`src/rtl/gray_link_pkg.sv`:
```
// Shared types and default parameters for the Gray-to-binary link scheduler.
package gray_link_pkg;

    localparam int WIDTH_DEF   = 5;
    localparam int CAP_LAT_DEF = 6;

    typedef logic req_id_t;

    typedef struct packed {
        logic    valid;
        req_id_t id;
    } inflight_t;

endpackage

```
`src/rtl/gray_link_sched_if.sv`:
```
// Handshake/datapath bundle between the requesters, the serial link and the scheduler.
// The scheduler uses the slave modport; the surrounding environment uses master.
interface gray_link_sched_if #(
    parameter int WIDTH = gray_link_pkg::WIDTH_DEF
);
    logic             req0_valid;
    logic [WIDTH-1:0] req0_data;
    logic             req0_ready;
    logic             req1_valid;
    logic [WIDTH-1:0] req1_data;
    logic             req1_ready;
    logic             dp_shift;
    logic [WIDTH-1:0] dp_word;
    logic [WIDTH-1:0] dp_par_out;
    logic             res_valid;
    logic [WIDTH-1:0] res_data;
    logic             res_id;
    logic             busy;

    modport slave (
        input  req0_valid, req0_data, req1_valid, req1_data, dp_par_out,
        output req0_ready, req1_ready, dp_shift, dp_word,
               res_valid, res_data, res_id, busy
    );

    modport master (
        output req0_valid, req0_data, req1_valid, req1_data, dp_par_out,
        input  req0_ready, req1_ready, dp_shift, dp_word,
               res_valid, res_data, res_id, busy
    );
endinterface

```
`src/rtl/gray_link_arb.sv`:
```
// Two-way arbiter for the link scheduler.
// GRAY_LINK_RR_EN defined: round-robin on ties via pointer r_rr.
// GRAY_LINK_RR_EN undefined: fixed priority, requester 0 wins ties, no pointer state.
module gray_link_arb
    import gray_link_pkg::*;
(
`ifdef GRAY_LINK_RR_EN
    input  logic    clk,
    input  logic    rst_n,
`endif
    input  logic    i_en,
    input  logic    i_v0,
    input  logic    i_v1,
    output logic    o_gnt0,
    output logic    o_gnt1,
    output req_id_t o_id
);

`ifdef GRAY_LINK_RR_EN
    logic r_rr;

    // Grant decode: on a tie the pointer names the winner
    always_comb begin
        o_gnt0 = i_en & i_v0 & (~i_v1 | ~r_rr);
        o_gnt1 = i_en & i_v1 & (~i_v0 |  r_rr);
        o_id   = o_gnt1;
    end

    // After any grant, point at the requester that did not win
    always_ff @(posedge clk or negedge rst_n) begin
        if (!rst_n) begin
            r_rr <= 1'b0;
        end else if (o_gnt0 | o_gnt1) begin
            r_rr <= o_gnt0;
        end
    end
`else
    // Grant decode: requester 0 always wins a tie
    always_comb begin
        o_gnt0 = i_en & i_v0;
        o_gnt1 = i_en & i_v1 & ~i_v0;
        o_id   = o_gnt1;
    end
`endif

endmodule

```
`src/rtl/gray_link_sched.sv`:
```
// Scheduler for the serial Gray-to-binary link: frame-aligned PISO loads,
// two-requester arbitration and fixed-latency result capture tagged by requester.
// Optional feature macro: GRAY_LINK_RR_EN (round-robin arbitration, see gray_link_arb).
module gray_link_sched
    import gray_link_pkg::*;
#(
    parameter int WIDTH   = WIDTH_DEF,
    parameter int CAP_LAT = CAP_LAT_DEF
) (
    input  logic               clk,
    input  logic               rst_n,
    gray_link_sched_if.slave   lnk
);

    localparam int PH_W = (WIDTH > 1) ? $clog2(WIDTH) : 1;

    logic [PH_W-1:0]  r_ph;
    logic             r_warm;
    inflight_t        r_dly [CAP_LAT];
    logic             r_res_valid;
    logic [WIDTH-1:0] r_res_data;
    req_id_t          r_res_id;

    logic             w_en;
    logic             w_gnt0;
    logic             w_gnt1;
    logic             w_grant;
    req_id_t          w_id;
    inflight_t        w_push;
    inflight_t        w_exit;
    logic             w_busy;

    // Frame phase counter; the first frame after reset is a warm-up with no grants
    always_ff @(posedge clk or negedge rst_n) begin
        if (!rst_n) begin
            r_ph   <= '0;
            r_warm <= 1'b1;
        end else if (r_ph == PH_W'(WIDTH - 1)) begin
            r_ph   <= '0;
            r_warm <= 1'b0;
        end else begin
            r_ph   <= r_ph + PH_W'(1);
        end
    end

    assign w_en = (r_ph == '0) && !r_warm;

    gray_link_arb u_arb (
`ifdef GRAY_LINK_RR_EN
        .clk    (clk),
        .rst_n  (rst_n),
`endif
        .i_en   (w_en),
        .i_v0   (lnk.req0_valid),
        .i_v1   (lnk.req1_valid),
        .o_gnt0 (w_gnt0),
        .o_gnt1 (w_gnt1),
        .o_id   (w_id)
    );

    assign w_grant        = w_gnt0 | w_gnt1;
    assign lnk.req0_ready = w_gnt0;
    assign lnk.req1_ready = w_gnt1;
    assign lnk.dp_shift   = ~w_grant;
    assign lnk.dp_word    = w_gnt0 ? lnk.req0_data :
                            w_gnt1 ? lnk.req1_data : '0;

    assign w_push.valid = w_grant;
    assign w_push.id    = w_id;
    assign w_exit       = r_dly[CAP_LAT-1];

    // In-flight delay line: the load edge pushes {1,id}, every other edge pushes a bubble
    always_ff @(posedge clk or negedge rst_n) begin
        if (!rst_n) begin
            for (int i = 0; i < CAP_LAT; i++) begin
                r_dly[i] <= '0;
            end
        end else begin
            r_dly[0] <= w_push;
            for (int i = 1; i < CAP_LAT; i++) begin
                r_dly[i] <= r_dly[i-1];
            end
        end
    end

    // Capture the link output as the owning entry leaves the delay line
    always_ff @(posedge clk or negedge rst_n) begin
        if (!rst_n) begin
            r_res_valid <= 1'b0;
            r_res_data  <= '0;
            r_res_id    <= 1'b0;
        end else begin
            r_res_valid <= w_exit.valid;
            if (w_exit.valid) begin
                r_res_data <= lnk.dp_par_out;
                r_res_id   <= w_exit.id;
            end
        end
    end

    // Busy while any delay-line slot holds a word
    always_comb begin
        w_busy = 1'b0;
        for (int i = 0; i < CAP_LAT; i++) begin
            w_busy = w_busy | r_dly[i].valid;
        end
    end

    assign lnk.res_valid = r_res_valid;
    assign lnk.res_data  = r_res_data;
    assign lnk.res_id    = r_res_id;
    assign lnk.busy      = w_busy;

endmodule

```
`src/flat_wrapper.sv`:
```
// flat-port wrapper written by rule: the top's interface ports become plain ports
module gray_link_sched_flat import gray_link_pkg::*;
#(
    parameter int WIDTH   = WIDTH_DEF,
    parameter int CAP_LAT = CAP_LAT_DEF
)
  (clk, rst_n, lnk_req0_valid, lnk_req0_data, lnk_req1_valid, lnk_req1_data, lnk_dp_par_out, lnk_req0_ready, lnk_req1_ready, lnk_dp_shift, lnk_dp_word, lnk_res_valid, lnk_res_data, lnk_res_id, lnk_busy);
  gray_link_sched_if #(.WIDTH(WIDTH)) lnk_i ();
  input  logic clk;
  input  logic rst_n;
  input wire logic [$bits(lnk_i.req0_valid)-1:0] lnk_req0_valid;
  input wire logic [$bits(lnk_i.req0_data)-1:0] lnk_req0_data;
  input wire logic [$bits(lnk_i.req1_valid)-1:0] lnk_req1_valid;
  input wire logic [$bits(lnk_i.req1_data)-1:0] lnk_req1_data;
  input wire logic [$bits(lnk_i.dp_par_out)-1:0] lnk_dp_par_out;
  output wire logic [$bits(lnk_i.req0_ready)-1:0] lnk_req0_ready;
  output wire logic [$bits(lnk_i.req1_ready)-1:0] lnk_req1_ready;
  output wire logic [$bits(lnk_i.dp_shift)-1:0] lnk_dp_shift;
  output wire logic [$bits(lnk_i.dp_word)-1:0] lnk_dp_word;
  output wire logic [$bits(lnk_i.res_valid)-1:0] lnk_res_valid;
  output wire logic [$bits(lnk_i.res_data)-1:0] lnk_res_data;
  output wire logic [$bits(lnk_i.res_id)-1:0] lnk_res_id;
  output wire logic [$bits(lnk_i.busy)-1:0] lnk_busy;
  assign lnk_i.req0_valid = lnk_req0_valid;
  assign lnk_i.req0_data = lnk_req0_data;
  assign lnk_i.req1_valid = lnk_req1_valid;
  assign lnk_i.req1_data = lnk_req1_data;
  assign lnk_i.dp_par_out = lnk_dp_par_out;
  assign lnk_req0_ready = lnk_i.req0_ready;
  assign lnk_req1_ready = lnk_i.req1_ready;
  assign lnk_dp_shift = lnk_i.dp_shift;
  assign lnk_dp_word = lnk_i.dp_word;
  assign lnk_res_valid = lnk_i.res_valid;
  assign lnk_res_data = lnk_i.res_data;
  assign lnk_res_id = lnk_i.res_id;
  assign lnk_busy = lnk_i.busy;
  gray_link_sched #(.WIDTH(WIDTH), .CAP_LAT(CAP_LAT)) u_core (.clk(clk), .rst_n(rst_n), .lnk(lnk_i));
endmodule
```
`config.mk`:
```
export PLATFORM = sky130hd
export DESIGN_NAME = gray_link_sched_flat
export DESIGN_NICKNAME = d
export VERILOG_FILES = /design/src/rtl/gray_link_pkg.sv /design/src/rtl/gray_link_sched_if.sv /design/src/rtl/gray_link_arb.sv /design/src/rtl/gray_link_sched.sv /design/src/flat_wrapper.sv
export SDC_FILE = /design/constraint.sdc
export NUM_CORES = 1
export LEC_CHECK = 0
export ABC_CLOCK_PERIOD_IN_PS = 2000
export CORE_MARGIN = 5
export CORE_UTILIZATION = 30
export CTS_CLUSTER_DIAMETER = 120
export DETAILED_ROUTE_END_ITERATION = 10
export HOLD_SLACK_MARGIN = 0.02
export REMOVE_ABC_BUFFERS = 1
export SETUP_SLACK_MARGIN = 0.1
export SKIP_CTS_REPAIR_TIMING = 1
export SYNTH_ARGS = -nofsm -noshare
export SYNTH_HDL_FRONTEND = slang
export SYNTH_HIERARCHICAL = 1
export SYNTH_SLANG_ARGS = --single-unit
```
`constraint.sdc`:
```
create_clock -name clk -period 2 [get_ports clk]
set_input_delay 0.5 -clock clk [delete_from_list [all_inputs] [get_ports clk]]
set_output_delay 0.5 -clock clk [all_outputs]
set_load 0.01 [all_outputs]
```
==> reports/summary.md <==
Setup repair after global routing could not meet its margin everywhere. The run gives 81.9% as the worst slew margin relative to its limit. Setup skew after layout: 0.00369 ns. For the final-layout fill cell count, the log shows 265. The worst hold path begins at u_core/r_dly[10]. The number of hold violations in the final report is 0.

The layout-stage area growth over the synthesis result works out to 56.5%. VDD sags by at most 0.389 mV. TritonCTS created 3 clock buffers. Routability-driven placement finished with a final weighted congestion of 0.721.

The element type at the critical path start was a flop. After layout, the worst path uses 116% of the clock period. The I/O pin total is 35, and the instance area at placement is 1270 sq um.

For this configuration, the core starts out at a cell density of 31.1%. Worst-case register-to-register setup slack: 0.69 ns. The average detailed-routed wire length per instance was 12.7 um. STA classifies the critical path endpoint as a primary output. Dividing total power by cell area gives a power density of 589 nW/um^2. The run gives 6 as the count of synthesis-stage warnings from yosys.

The worst register-to-register path ends at u_core/r_dly[11]. The tools report the count of TritonRoute iterations in the first routing pass as 2. Entering global routing, the biggest net connects 24 pins.

The count of different cell masters after synthesis is 20. The finished cells cover 1340 sq um. The count of port buffers added during placement is 34.

The run gives -0.607 ns as the setup slack at placement. The final layout contains routed wiring with a total length of 1680 um. The sequential area share after synthesis was 67.3%.

Of the cells placed in the final design, the portion with a size suffix greater than 1 is 35.6%. The clock drives 23 sinks. The final critical-path required period works out to 2.31 ns. The via count of the first global-routing pass is 597, and the slew at the pin closest to its max-slew limit is 0.272 ns.

For the maximum achievable frequency, the log shows 432 MHz. Leaving out fill and tap cells, the most frequent cell in the layout is clkdlybuf4s50_1. The synthesized design contains 23 register bits. Max-cap violations in this run came to 0. The area of the mapped netlist is 857 sq um. The area of the die is 4030 sq um, and the endpoint required time on the critical path is 1.50 ns.

In this run the core area contains 19 standard-cell rows. For the initial antenna violation count, the log shows 0. The run finished, with violations left. Along the worst path, the maximum fanout reaches 5. The total overflow left after global routing is 0. In the layout the commonest cells are clkdlybuf4s50_1, dfrtp_1, buf_4, buf_2, mux2_4. Detail-routed via count per cell: 4.45.

The core outline area is 2760 sq um, and the floorplan die height is 63.5 um. The worst setup path is of the flop to primary output kind. The number of cells on the worst reg-to-reg path is 5. The worst-case setup margin in the final layout was -0.312 ns.

TritonCTS built the clock tree. The width of the chip is 63.5 um, and the final HPWL from detailed placement is 1270 um. The total number of H-tree levels came out at 1. The worst hold path class is flop to flop.

The logs give 48.6% for the post-layout utilization of the core and 1.81 ns for the data arrival time of the critical path. For hold timing, the worst endpoint is u_core/r_dly[8]. The post-route DRC violation count was 0. The run gives 8.70% as the overall fraction of global-route tracks in use. The mean area per synthesized cell works out to 15.3 sq um. After technology mapping, the gate count stands at 56. Setup violations remaining at the end of the flow were counted as 7.

The number of pins with negative max-slew slack in the final report was 0. The repair_antennas step left the layout with diodes totalling 0. The later-pin clock latency in the skew report was 0.30 ns; the deepest clock path buffer count was 2.

The cell depth of the worst hold path was 0. The tools report the startpoint of the worst register-to-register path as u_core/r_ph[0]. The final reports fail on negative setup slack. For this block, the via count after detailed routing is 588.

The clock transition time at the flip-flop clock pins of the worst setup and hold paths was 0.12 ns. The run gives 0.646 nW as the reported leakage power. The tools report the number of nets in the finished design as 123.

The first global-routing pass estimated 2660 um of wire. The DRC violation total after the first TritonRoute iteration was 1. The count of nets left with antenna violations once routing finished came out at 0. Hold is met by 0.362 ns.

The tree is rooted in a clkbuf_4.
-- worst max-delay path, cell delays in order (launching register included) --
cell	delay, ns
dfrtp_1	0.40
inv_2	0.07
ha_4	0.14
nor3b_4	0.21
and3b_2	0.25
nor2b_4	0.18
a22o_1	0.13
buf_2	0.13
-- power breakdown --
part | leakage [nW] | switching (mW) | internal [mW]
Sequential | 0.297 | 0.00639 | 0.479
Clock | 0.0139 | 0.130 | 0.0761
Combinational | 0.335 | 0.0294 | 0.0699
-- worst max-delay path by stage --
stage                         startpoint             end  slack, ns  cells past startpoint
after CTS                 u_core/r_ph[0]  lnk_dp_word[1]      -0.99                      7
after detailed placement  u_core/r_ph[0]  lnk_dp_word[3]      -0.61                      7
final                     u_core/r_ph[1]  lnk_dp_word[3]      -0.31                      7
after global routing      u_core/r_ph[1]  lnk_dp_word[0]      -0.47                      7
after floorplan           u_core/r_ph[0]  lnk_dp_word[0]       0.02                      6
after global placement    lnk_req0_valid  lnk_dp_word[3]      -0.58                      5
-- per-stage QoR --
stage | instances | power (mW) | setup TNS [ns]
3_3_place_gp | 124 | 0.594 | -3.73
2_1_floorplan | 54 | 0.520 | 0
4_1_cts | 128 | 0.811 | -6.91
5_1_grt | 132 | 0.840 | -2.81
3_5_place_dp | 124 | 0.595 | -3.88
6_report | 132 | 0.791 | -1.66
-- kinds of logic (layout without fill, tap and decap cells) --
logic type,count (synthesis),count (layout),synth area share [%]
flops,23,23,67.3
buf+inv,5,50,3.50
simple gates,11,11,7.45
fa+ha+maj,2,2,2.92
mux,7,7,11.8
compound gates,8,8,7.01
-- Yosys cell counts --
master    count  share of area (%)
nor3b_1       1               0.88
and3b_1       1                1.0
o21ai_0       1               0.58
ha_1          2                2.9
a21boi_0      2                1.8
mux2_2        1                1.3
or2_1         1               0.73
a21oi_1       1               0.58
buf_4         1               0.88
nand2_1       3                1.3
a22o_1        4                4.1
nor2b_2       1                1.0
buf_6         1                1.3
mux2_4        6                 11
and2_2        1               0.88
dfstp_2       1                3.1
nor4_1        1               0.73
inv_1         3                1.3
dfrtp_1      22                 64
nor2_1        2               0.88
-- layer usage --
layer	up-vias	wire length (um)	global-route usage, %
met5	-	0	0
met4	0	26	5.45
met3	4	250	6.22
met2	36	723	11.9
met1	267	677	9.51
li1	281	-	-
-- cell type report --
cell class | instances | area [sq um] | share of cell area [%]
multi-input cells | 28 | 288 | 21.5
repair buffers | 43 | 397 | 29.6
flip-flops and latches | 23 | 577 | 43.0
inverters | 3 | 11.3 | 0.840
well taps | 31 | 38.8 | 2.89
clock buffers | 3 | 22.5 | 1.68
clock inverters | 1 | 7.51 | 0.560
-- state kept, by name, indices dropped and copies added (netlist names) --
signal	cells
u_core/lnk.res_data	5
u_core/lnk.res_id	1
u_core/r_dly	12
u_core/r_ph	3
u_core/r_warm	1
u_core/lnk.res_valid	1
No activity file was read; power rests on OpenSTA's default activity.
